$ cat src/rtl/ram_arb_pkg.sv
// ram_arb_pkg
// Shared definitions for the RAM fill arbiter slice.
//   STARVE_LIMIT_DEFAULT : default number of back-to-back CPU grants allowed
//                          while a fill beat is waiting.
//   arb_state_t          : fill sequencer states (IDLE, FILL, DONE).
//   starve_cnt_width()   : counter width able to hold 0..limit; never zero,
//                          so a limit of 0 still gets a legal 1-bit counter.
package ram_arb_pkg;

  localparam int STARVE_LIMIT_DEFAULT = 8;

  typedef enum logic [1:0] {
    IDLE = 2'd0,
    FILL = 2'd1,
    DONE = 2'd2
  } arb_state_t;

  function automatic int starve_cnt_width(input int limit);
    return $clog2(limit + 2);
  endfunction

endpackage

$ cat src/rtl/fill_addr_gen.sv
// fill_addr_gen
// Holds the fill base address and word count captured at launch and steps a
// beat index on every granted fill beat. The address wraps modulo
// 2^ADDR_WIDTH, so a fill may run off the top of the RAM and continue at 0.
// Ports:
//   clk, resetN       : clock, asynchronous active-low reset
//   load              : capture base_in/len_in and restart the index at 0
//   base_in, len_in   : first word address; number of words (0..2^ADDR_WIDTH)
//   advance           : a fill beat was granted this cycle
//   addr              : address of the current (next to be written) beat
//   last_beat         : the current beat is the final one of the fill
module fill_addr_gen #(
  parameter int ADDR_WIDTH = 10
) (
  input  logic                  clk,
  input  logic                  resetN,
  input  logic                  load,
  input  logic [ADDR_WIDTH-1:0] base_in,
  input  logic [ADDR_WIDTH:0]   len_in,
  input  logic                  advance,
  output logic [ADDR_WIDTH-1:0] addr,
  output logic                  last_beat
);

  logic [ADDR_WIDTH-1:0] base_q;
  logic [ADDR_WIDTH:0]   len_q;
  logic [ADDR_WIDTH:0]   idx_q;

  always_ff @(posedge clk or negedge resetN) begin
    if (!resetN) begin
      base_q <= '0;
      len_q  <= '0;
      idx_q  <= '0;
    end else if (load) begin
      base_q <= base_in;
      len_q  <= len_in;
      idx_q  <= '0;
    end else if (advance) begin
      idx_q <= idx_q + (ADDR_WIDTH+1)'(1);
    end
  end

  // Dropping the index MSB before the add gives the modulo-2^N wrap for free.
  assign addr = base_q + idx_q[ADDR_WIDTH-1:0];

  // The index is one bit wider than the address so a full-RAM fill
  // (len = 2^ADDR_WIDTH) still finds its last beat.
  assign last_beat = ((idx_q + (ADDR_WIDTH+1)'(1)) == len_q);

endmodule

$ cat src/rtl/ram_fill_arbiter.sv
// ram_fill_arbiter
// Shares a single-port RAM between a CPU and a block-fill engine that writes a
// constant value over a range of words. The CPU normally has priority; the
// fill takes the port whenever the CPU is not asking, or once the CPU has
// been granted STARVE_LIMIT times in a row while a fill beat was waiting.
// Ports:
//   clk, resetN                         : clock, asynchronous active-low reset
//   cpu_req/we/addr/wdata               : CPU access request
//   cpu_gnt                             : CPU access performed this cycle
//   cpu_rdata, cpu_rvalid               : read data for last cycle's granted read
//   fill_start/base/len/value           : fill launch pulse and parameters
//   fill_busy, fill_done                : fill in progress; completion pulse
//   ram_addr/we/wdata, ram_rdata        : RAM port A (1-cycle synchronous read)
module ram_fill_arbiter
  import ram_arb_pkg::*;
#(
  parameter int DATA_WIDTH   = 16,
  parameter int ADDR_WIDTH   = 10,
  parameter int STARVE_LIMIT = STARVE_LIMIT_DEFAULT
) (
  input  logic                  clk,
  input  logic                  resetN,
  input  logic                  cpu_req,
  input  logic                  cpu_we,
  input  logic [ADDR_WIDTH-1:0] cpu_addr,
  input  logic [DATA_WIDTH-1:0] cpu_wdata,
  output logic                  cpu_gnt,
  output logic [DATA_WIDTH-1:0] cpu_rdata,
  output logic                  cpu_rvalid,
  input  logic                  fill_start,
  input  logic [ADDR_WIDTH-1:0] fill_base,
  input  logic [ADDR_WIDTH:0]   fill_len,
  input  logic [DATA_WIDTH-1:0] fill_value,
  output logic                  fill_busy,
  output logic                  fill_done,
  output logic [ADDR_WIDTH-1:0] ram_addr,
  output logic                  ram_we,
  output logic [DATA_WIDTH-1:0] ram_wdata,
  input  logic [DATA_WIDTH-1:0] ram_rdata
);

  localparam int SC_W = starve_cnt_width(STARVE_LIMIT);

  arb_state_t            state_q, state_d;
  logic [SC_W-1:0]       starve_q;
  logic [DATA_WIDTH-1:0] value_q;
  logic                  rvalid_q;

  logic                  load;
  logic                  fill_pending;
  logic                  starved;
  logic                  fill_gnt;
  logic                  last_beat;
  logic [ADDR_WIDTH-1:0] fill_addr;

  // Launch requests outside IDLE are dropped so a running fill keeps its
  // parameters.
  assign load         = fill_start && (state_q == IDLE);
  assign fill_pending = (state_q == FILL);
  assign starved      = (starve_q == SC_W'(STARVE_LIMIT));

  // resetN gating keeps the CPU off the RAM while reset is held, even though
  // the request path is purely combinational.
  assign cpu_gnt  = resetN && cpu_req && !(fill_pending && starved);
  assign fill_gnt = fill_pending && (!cpu_req || starved);

  fill_addr_gen #(
    .ADDR_WIDTH (ADDR_WIDTH)
  ) u_addr_gen (
    .clk       (clk),
    .resetN    (resetN),
    .load      (load),
    .base_in   (fill_base),
    .len_in    (fill_len),
    .advance   (fill_gnt),
    .addr      (fill_addr),
    .last_beat (last_beat)
  );

  always_ff @(posedge clk or negedge resetN) begin
    if (!resetN) begin
      state_q <= IDLE;
    end else begin
      state_q <= state_d;
    end
  end

  // A zero-length fill skips FILL entirely but still produces its done pulse.
  always_comb begin
    state_d   = state_q;
    fill_busy = 1'b0;
    fill_done = 1'b0;
    unique case (state_q)
      IDLE: begin
        if (fill_start) begin
          state_d = (fill_len == '0) ? DONE : FILL;
        end
      end
      FILL: begin
        fill_busy = 1'b1;
        if (fill_gnt && last_beat) begin
          state_d = DONE;
        end
      end
      DONE: begin
        fill_done = 1'b1;
        state_d   = IDLE;
      end
      default: begin
        state_d = IDLE;
      end
    endcase
  end

  // The starve counter only climbs while a fill beat is actually waiting; it
  // never passes STARVE_LIMIT because at the limit the fill takes the port.
  always_ff @(posedge clk or negedge resetN) begin
    if (!resetN) begin
      starve_q <= '0;
      value_q  <= '0;
      rvalid_q <= 1'b0;
    end else begin
      if (load) begin
        value_q <= fill_value;
      end
      if (!fill_pending || fill_gnt) begin
        starve_q <= '0;
      end else if (cpu_gnt) begin
        starve_q <= starve_q + SC_W'(1);
      end
      rvalid_q <= cpu_gnt && !cpu_we;
    end
  end

  // Grants are mutually exclusive, so the CPU and the fill can never write
  // the port in the same cycle.
  always_comb begin
    ram_addr  = '0;
    ram_we    = 1'b0;
    ram_wdata = '0;
    if (cpu_gnt) begin
      ram_addr  = cpu_addr;
      ram_we    = cpu_we;
      ram_wdata = cpu_wdata;
    end else if (fill_gnt) begin
      ram_addr  = fill_addr;
      ram_we    = 1'b1;
      ram_wdata = value_q;
    end
  end

  assign cpu_rvalid = rvalid_q;
  assign cpu_rdata  = rvalid_q ? ram_rdata : '0;

endmodule

$ cat config.mk
export PLATFORM = sky130hd
export DESIGN_NAME = ram_fill_arbiter
export DESIGN_NICKNAME = d
export VERILOG_FILES = /design/src/rtl/ram_arb_pkg.sv /design/src/rtl/fill_addr_gen.sv /design/src/rtl/ram_fill_arbiter.sv
export SDC_FILE = /design/constraint.sdc
export NUM_CORES = 1
export LEC_CHECK = 0
export ABC_CLOCK_PERIOD_IN_PS = 2600
export CAP_MARGIN = 30
export CORE_MARGIN = 4
export CORE_UTILIZATION = 40
export CTS_CLUSTER_SIZE = 14
export DETAILED_ROUTE_END_ITERATION = 8
export PLACE_DENSITY = 0.77
export SYNTH_ARGS = -nofsm -noshare
export SYNTH_HDL_FRONTEND = slang
export SYNTH_SLANG_ARGS = --single-unit
$ cat constraint.sdc
create_clock -name clk -period 2.6 [get_ports clk]
set_clock_uncertainty 0.05 [all_clocks]
set_input_delay 0.52 -clock clk [delete_from_list [all_inputs] [get_ports clk]]
set_output_delay 0.52 -clock clk [all_outputs]
set_load 0.05 [all_outputs]
==> results by group, run 1 <==
Status
  – Status: finished with violations
  – Violated checks: setup timing

Global route
  – Initial antenna violation count: 0
  – Gr ovfl total: 0
  – Pin count of the biggest net entering global routing: 58
  – Total track usage: 20.5%
  – Vias in the first global route: 3,452
  – First-pass GRT wire length: 16.6 mm

Floorplan
  – Total core area: 0.00789 sq mm
  – Initial core utilization: 42.0%
  – Rows: 32
  – Die X-Extent: 99.0 um
  – I/O pins: 131
  – Die Y-Extent: 99.0 um
  – Die area: 0.00979 sq mm

Run
  – Max-cap violations: 0

Power and ir drop
  – Psw: 0.00234 W
  – Cell Pwr Density: 940 mW/mm^2
  – Clock Power Share: 8.4%
  – Switching part of the total: 43.3%
  – Logic pwr share: 65.1%
  – Peak supply drop: 0.447 mV
  – Register share of total power: 26.5%
  – Overall power: 0.00540 W
  – Leak: 2.70 nW
  – Int Pwr: 0.00306 W

Critical path
  – Worst R2R Path Depth: 10
  – Critical R2R Capture: state_q[0]
  – Worst Path Arrival: 2550 ps
  – FF-to-FF Start: u_addr_gen.idx_q[0]
  – FF-to-FF setup slack: 160 ps
  – Crit start category: flip-flop
  – CP required: 2030 ps
  – Crit end category: output port
  – Crit-path max FO: 2
  – Crit Path Class: reg -> out

Placed design
  – Post-detail-place hpwl: 7.86 mm
  – Placed cell area: 0.00530 sq mm
  – Port buffer count: 130
  – GP Congestion: 0.809

Cells and area
  – Sequential cell area: 0.00138 sq mm
  – N_diodes: 0
  – Fill count: 555
  – Footprint of the multi-input gates: 0.00211 sq mm
  – Layout area overhead: 73.6%
  – Total Nets Final: 656
  – Finished layout cell area: 0.00575 sq mm
  – Layout cells sized above 1: 23.6%

STA
  – Worst slew margin: 52.4%
  – Final hold viol count: 0
  – Final TNS setup: -2650 ps
  – Pins Over Slew Limit: 0
  – Tcrit/Tclk final: 120%
  – Hold slack: 361 ps
  – Fmax: 321 MHz
  – Tmin final: 3120 ps
  – Unrepaired setup endpoints after global routing: yes
  – Final WS setup: -520 ps
  – Worst-Margin Slew: 714 ps
  – Endpoints failing setup: 16

Yosys
  – Ys flop type: dfrtp_1
  – Share of the synthesized area in the top cell type: 41.6%
  – Post-Syn Instances: 402
  – Post-Syn Area: 0.00331 sq mm
  – Top cells by count, synth: 134 x nand2_1, 55 x dfrtp_1, 30 x o21ai_0
  – Synth top area cells: dfrtp_1 42%, nand2_1 15%, a22o_1 4.8%
  – Top-count cell post-synth: nand2_1
  – Post-synth EDFFs: 0
  – #FFs+latches synth: 55
  – Register area share after synthesis: 41.6%
  – Post-Synthesis Mean Instance Area: 8.23 sq um
  – Synth warn: 0
  – Unique masters post-synth: 44
  – Asr flop ratio synth: 100%
  – Synth area leader: dfrtp_1
  – Mapped Nets: 499

Min path
  – Min-delay worst type: in -> async

Route
  – DRC errors left: 0
  – Routed length on met1: 4.37 mm
  – Vias: 3,445
  – DR vias/cell: 5.20
  – Initial DRC count: 231
  – Drt pass-1 iters: 5
  – DR WL met3: 852 um
  – Routed wl met2: 5.38 mm
  – Drt wl/cell: 16.2 um
  – Post-Route WL: 10.7 mm
  – Max Used Layer: met4
  – Final ANT Viol Nets: 0

CTS
  – H-tree depth: 2
  – Clock Pin Slew Worst Setup and Hold Paths: 90 ps
  – CTS max path bufs: 2
  – Root Buffer: clkbuf_8
  – Num CTS Buffers: 5
  – CTS Sinks: 55
  – Worst skew pair latency: 300 ps
  – CTS tree: yes
## final cells by class
| cell class | instances | area share [%] |
|---|---|---|
| inverters | 8 | 0.523 |
| repair buffers | 170 | 35.2 |
| clock inverters | 1 | 0.0871 |
| well taps | 102 | 2.22 |
| clock buffers | 7 | 1.33 |
| multi-input cells | 319 | 36.6 |
| flip-flops and latches | 55 | 24.0 |
## logic make-up (layout without fill, tap and decap cells)
group	Yosys count	after routing	synth area share [%]
fa+ha+maj	13	13	5.14
simple gates	202	202	26.6
mux	2	2	0.605
xor+xnor	23	23	6.09
flops	55	55	41.6
compound gates	79	79	16.2
buf+inv	28	186	3.74
## critical path, cell delays in order, from the launching register on
cell and delay (ps):
dfrtp_1 420, ha_4 260, a211oi_4 210, o21bai_1 120
o21ba_1 200, o21a_1 200, a311o_1 350, xnor2_2 160
o21ai_4 180, buf_12 150
## how the worst max path moves through the flow
stage | from | slack [ps] | cells past startpoint | end
6_report | u_addr_gen.base_q[1] | -520 | 9 | ram_addr[9]
5_1_grt | u_addr_gen.base_q[1] | -600 | 9 | ram_addr[9]
4_1_cts | u_addr_gen.base_q[1] | -530 | 9 | ram_addr[9]
3_5_place_dp | u_addr_gen.base_q[1] | -210 | 9 | ram_addr[9]
3_3_place_gp | u_addr_gen.base_q[1] | -140 | 9 | ram_addr[9]
2_1_floorplan | u_addr_gen.idx_q[0] | -150 | 8 | ram_addr[9]
## power groups by stage
stage	Clock, W	Combinational [W]	Sequential [W]
finish	0.000455	0.00352	0.00143
global route	0.000503	0.00377	0.00147
CTS	0.000468	0.00336	0.00141
detailed placement	0	0.00320	0.00142
global placement	0	0.00311	0.00140
floorplan	0	0.00181	0.00138
## sequential cells by signal (all words and copies together), names as in the netlist
| signal | flops |
|---|---|
| u_addr_gen.len_q | 11 |
| starve_q | 4 |
| value_q | 16 |
| state_q | 2 |
| u_addr_gen.idx_q | 11 |
| u_addr_gen.base_q | 10 |
| cpu_rvalid | 1 |
## metal layers
layer | up-vias | GRT usage, %
met2 | 153 | 36.9
met4 | 0 | 3.99
li1 | 1670 | -
met1 | 1606 | 25.0
met5 | - | 0
met3 | 16 | 4.67
## stage by stage
step                      setup slack [ps]  util [%]  cells
after CTS                             -533      69.5    655
after floorplan                       -147         -    402
after global placement                -140      67.2    642
after global routing                  -601      72.9    662
after detailed placement              -207      67.2    642
final                                 -520      72.9    662
## cell usage in the layout, fill, tap and decap left out, types with 13 or more instances in the layout
cell             instances
nor2_1                  16
o21ai_0                 23
buf_12                  39
clkdlybuf4s50_1         85
and2_1                  17
xor2_1                  15
a22o_4                  13
buf_4                   39
nand2_1                133
dfrtp_1                 54
## timing repair
item / in CTS / in global routing
setup endpoints to repair: 23 / 28
buffers inserted: 9 / 7
endpoints found under the hold margin: 0 / 0
pin swaps: 13 / 19
hold buffers: 0 / 0
gates cloned: 0 / 3
resized for setup: 15 / 24
Power figures use the tool's default switching activity.
==> inputs of run 2 (changes only) <==
GPL_ROUTABILITY_DRIVEN = 0   (was unset)
==> results of run 2 <==
The final DEF is identical to that of run 1; final timing and power are the same.
==> inputs of run 3 (changes only) <==
CORE_MARGIN = 3   (was 4)
GPL_TIMING_DRIVEN = 1   (was unset)
==> run 3 against run 2 <==
The run still ends with setup timing left. Cell area grew 1.2%. Routed wire length grew 1.5%. Via count grew 2.6%. Die area shrank 4.0%. Clock power grew 6.4%. Worst setup slack lost 45 ps. First-iteration DRC count grew 19%. Highest routed layer unchanged.
==> results by group, run 3 (synthesis gave the netlist of run 1 again) <==
Status
  – Status: finished with violations
  – Violated checks: setup timing

Critical path
  – CP bufs+invs: 1 (unchanged)
  – Critical R2R Capture: state_q[0]
  – CP peak stage delay: 420 ps (about the same)
  – Critical path's slowest cell: dfrtp_1
  – Crit Path Class: reg -> out
  – FF-to-FF Start: starve_q[0]
  – Crit-path max FO: 2 (unchanged)
  – Worst-path cell chain: ha_4 -> a211oi_4 -> o21bai_1 -> o21ba_1 -> o21a_1 -> a311o_1 -> xnor2_2 -> o21ai_4 -> buf_12
  – FF-to-FF setup slack: 130 ps (-30 ps)
  – Worst Path Arrival: 2590 ps (+40 ps)
  – Worst R2R Path Depth: 13 (+3)
  – Crit path max-delay family: compound AO/OA/AOI/OAI gates
  – Critical Path Start: u_addr_gen.base_q[1]
  – CP required: 2030 ps (about the same)
  – Crit start category: flip-flop
  – Crit end category: output port

Cells and area
  – N_diodes: 0 (unchanged)
  – Finished Layout Cells: 675 (+2.0%)
  – Most frequent cells in the layout: 133 x nand2_1, 85 x clkdlybuf4s50_1, 54 x dfrtp_1
  – Top Registers: value_q (16), u_addr_gen.idx_q (11), u_addr_gen.len_q (11)
  – Commonest non-fill, non-tap cell in the layout: nand2_1
  – Max reg flops: 16 (unchanged)
  – Total Nets Final: 670 (+2.1%)
  – Reg with most FFs: value_q
  – Layout cells sized above 1: 25.7% (+2.1 points)
  – Layout area overhead: 75.7%
  – Fill count: 554 (-0.18%)
  – Finished layout cell area: 0.00581 sq mm (+1.2%)

Route
  – Final ANT Viol Nets: 0 (unchanged)
  – Vias: 3,533 (+2.6%)
  – Drt wl/cell: 16.1 um (-0.47%)
  – Drt pass-1 iters: 5 (unchanged)
  – Initial DRC count: 275 (+19%)
  – Post-Route WL: 10.9 mm (+1.5%)
  – DRC errors left: 0 (unchanged)
  – DR vias/cell: 5.23 (+0.58%)

STA
  – Unrepaired setup endpoints after global routing: yes
  – Fmax: 316 MHz (-1.4%)
  – Worst slew margin: 51.3% (-1.1 points)
  – Pins Over Slew Limit: 0 (unchanged)
  – Final hold viol count: 0 (unchanged)
  – Tcrit/Tclk final: 122% (+1.7 points)
  – Worst-Margin Slew: 731 ps (+16.1 ps)
  – Endpoints failing setup: 19 (+3)
  – Hold slack: 338 ps (-22.9 ps)
  – Final WS setup: -565 ps (-44.7 ps)
  – Tmin final: 3160 ps (+44.7 ps)
  – Final TNS setup: -2270 ps (+384 ps)

Power and ir drop
  – Peak supply drop: 0.522 mV (+17%)
  – Leak: 2.76 nW (+2.3%)
  – Cell Pwr Density: 956 mW/mm^2 (+1.7%)

Global route
  – First-pass GRT wire length: 16.5 mm (-0.79%)
  – Gr ovfl total: 0 (unchanged)
  – Total track usage: 21.1% (+0.58 points)
  – Initial antenna violation count: 0 (unchanged)
  – Vias in the first global route: 3,420 (-0.93%)
  – Pin count of the biggest net entering global routing: 58 (unchanged)

Floorplan
  – Initial core utilization: 42.0% (unchanged)
  – Die X-Extent: 97.0 um (-2.0%)
  – Die Y-Extent: 97.0 um (-2.0%)
  – I/O pins: 131 (unchanged)
  – Die area: 0.00940 sq mm (-4.0%)
  – Total core area: 0.00789 sq mm (unchanged)
  – Rows: 32 (unchanged)

Placed design
  – Post-detail-place hpwl: 7.72 mm (-1.8%)
  – Dpl ws: -191 ps (+16.4 ps)
  – Placed cell area: 0.00526 sq mm (-0.76%)
  – Port buffer count: 130 (unchanged)
  – Placed Cells: 645 (+0.47%)

CTS
  – Root Buffer: clkbuf_8
  – Clock Pin Slew Worst Setup and Hold Paths: 90 ps (about the same)
  – H-tree depth: 2 (unchanged)
  – Num CTS Buffers: 5 (unchanged)
  – CTS tree: yes
  – CTS Sinks: 55 (unchanged)
  – Worst skew pair latency: 310 ps (about the same)
  – CTS max path bufs: 2 (unchanged)

Run
  – Max-cap violations: 0 (unchanged)

Min path
  – Min-delay worst type: in -> async
==> run 3: through the flow <==
step	power, W	util (%)
after floorplan	0.00319	-
after global placement	0.00450	66.7
after detailed placement	0.00462	66.7
after CTS	0.00525	69.1
after global routing	0.00588	73.7
final	0.00556	73.7
==> run 3: metal layers <==
layer  vias up  part of all wire [%]  GRT usage, %
met5         -                     0             0
met1      1646                    40          26.0
met4         0                   2.7          6.05
met2       166                    50          36.8
li1       1698                     -             -
met3        23                   7.1          4.69
==> run 3: area by class of cell <==
type                       count  area [sq um]  share of cell area [%]
clock inverter                 1          5.00                  0.0861
clock buffer                   6          82.6                    1.42
tap                          102           128                    2.20
timing repair buffer         184          2090                    35.9
inverter                       8          32.5                   0.560
multi-input combinational    319          2100                    36.1
sequential                    55          1380                    23.7
==> run 3: worst max-delay path by stage <==
| stage | end | slack, ps | cells past startpoint |
|---|---|---|---|
| detailed placement | ram_addr[9] | -190 | 9 |
| global route | ram_addr[9] | -670 | 9 |
| finish | ram_addr[9] | -560 | 9 |
| floorplan | ram_addr[9] | -150 | 8 |
| global placement | ram_addr[9] | -140 | 9 |
| CTS | ram_addr[9] | -530 | 9 |
==> run 3: what timing repair did <==
action | in CTS | in global routing
setup endpoints to repair | 25 | 27
hold buffers | 0 | 0
gates cloned | 0 | 4
buffers inserted | 6 | 14
pin swaps | 6 | 22
gates resized for setup | 14 | 36
==> run 3: where the power goes <==
group          switching, W  internal (W)  leakage [nW]  total [W]
Combinational       0.00188       0.00178          2.02    0.00365
Clock              0.000274      0.000210        0.0470   0.000484
Sequential         0.000245       0.00117         0.700    0.00142
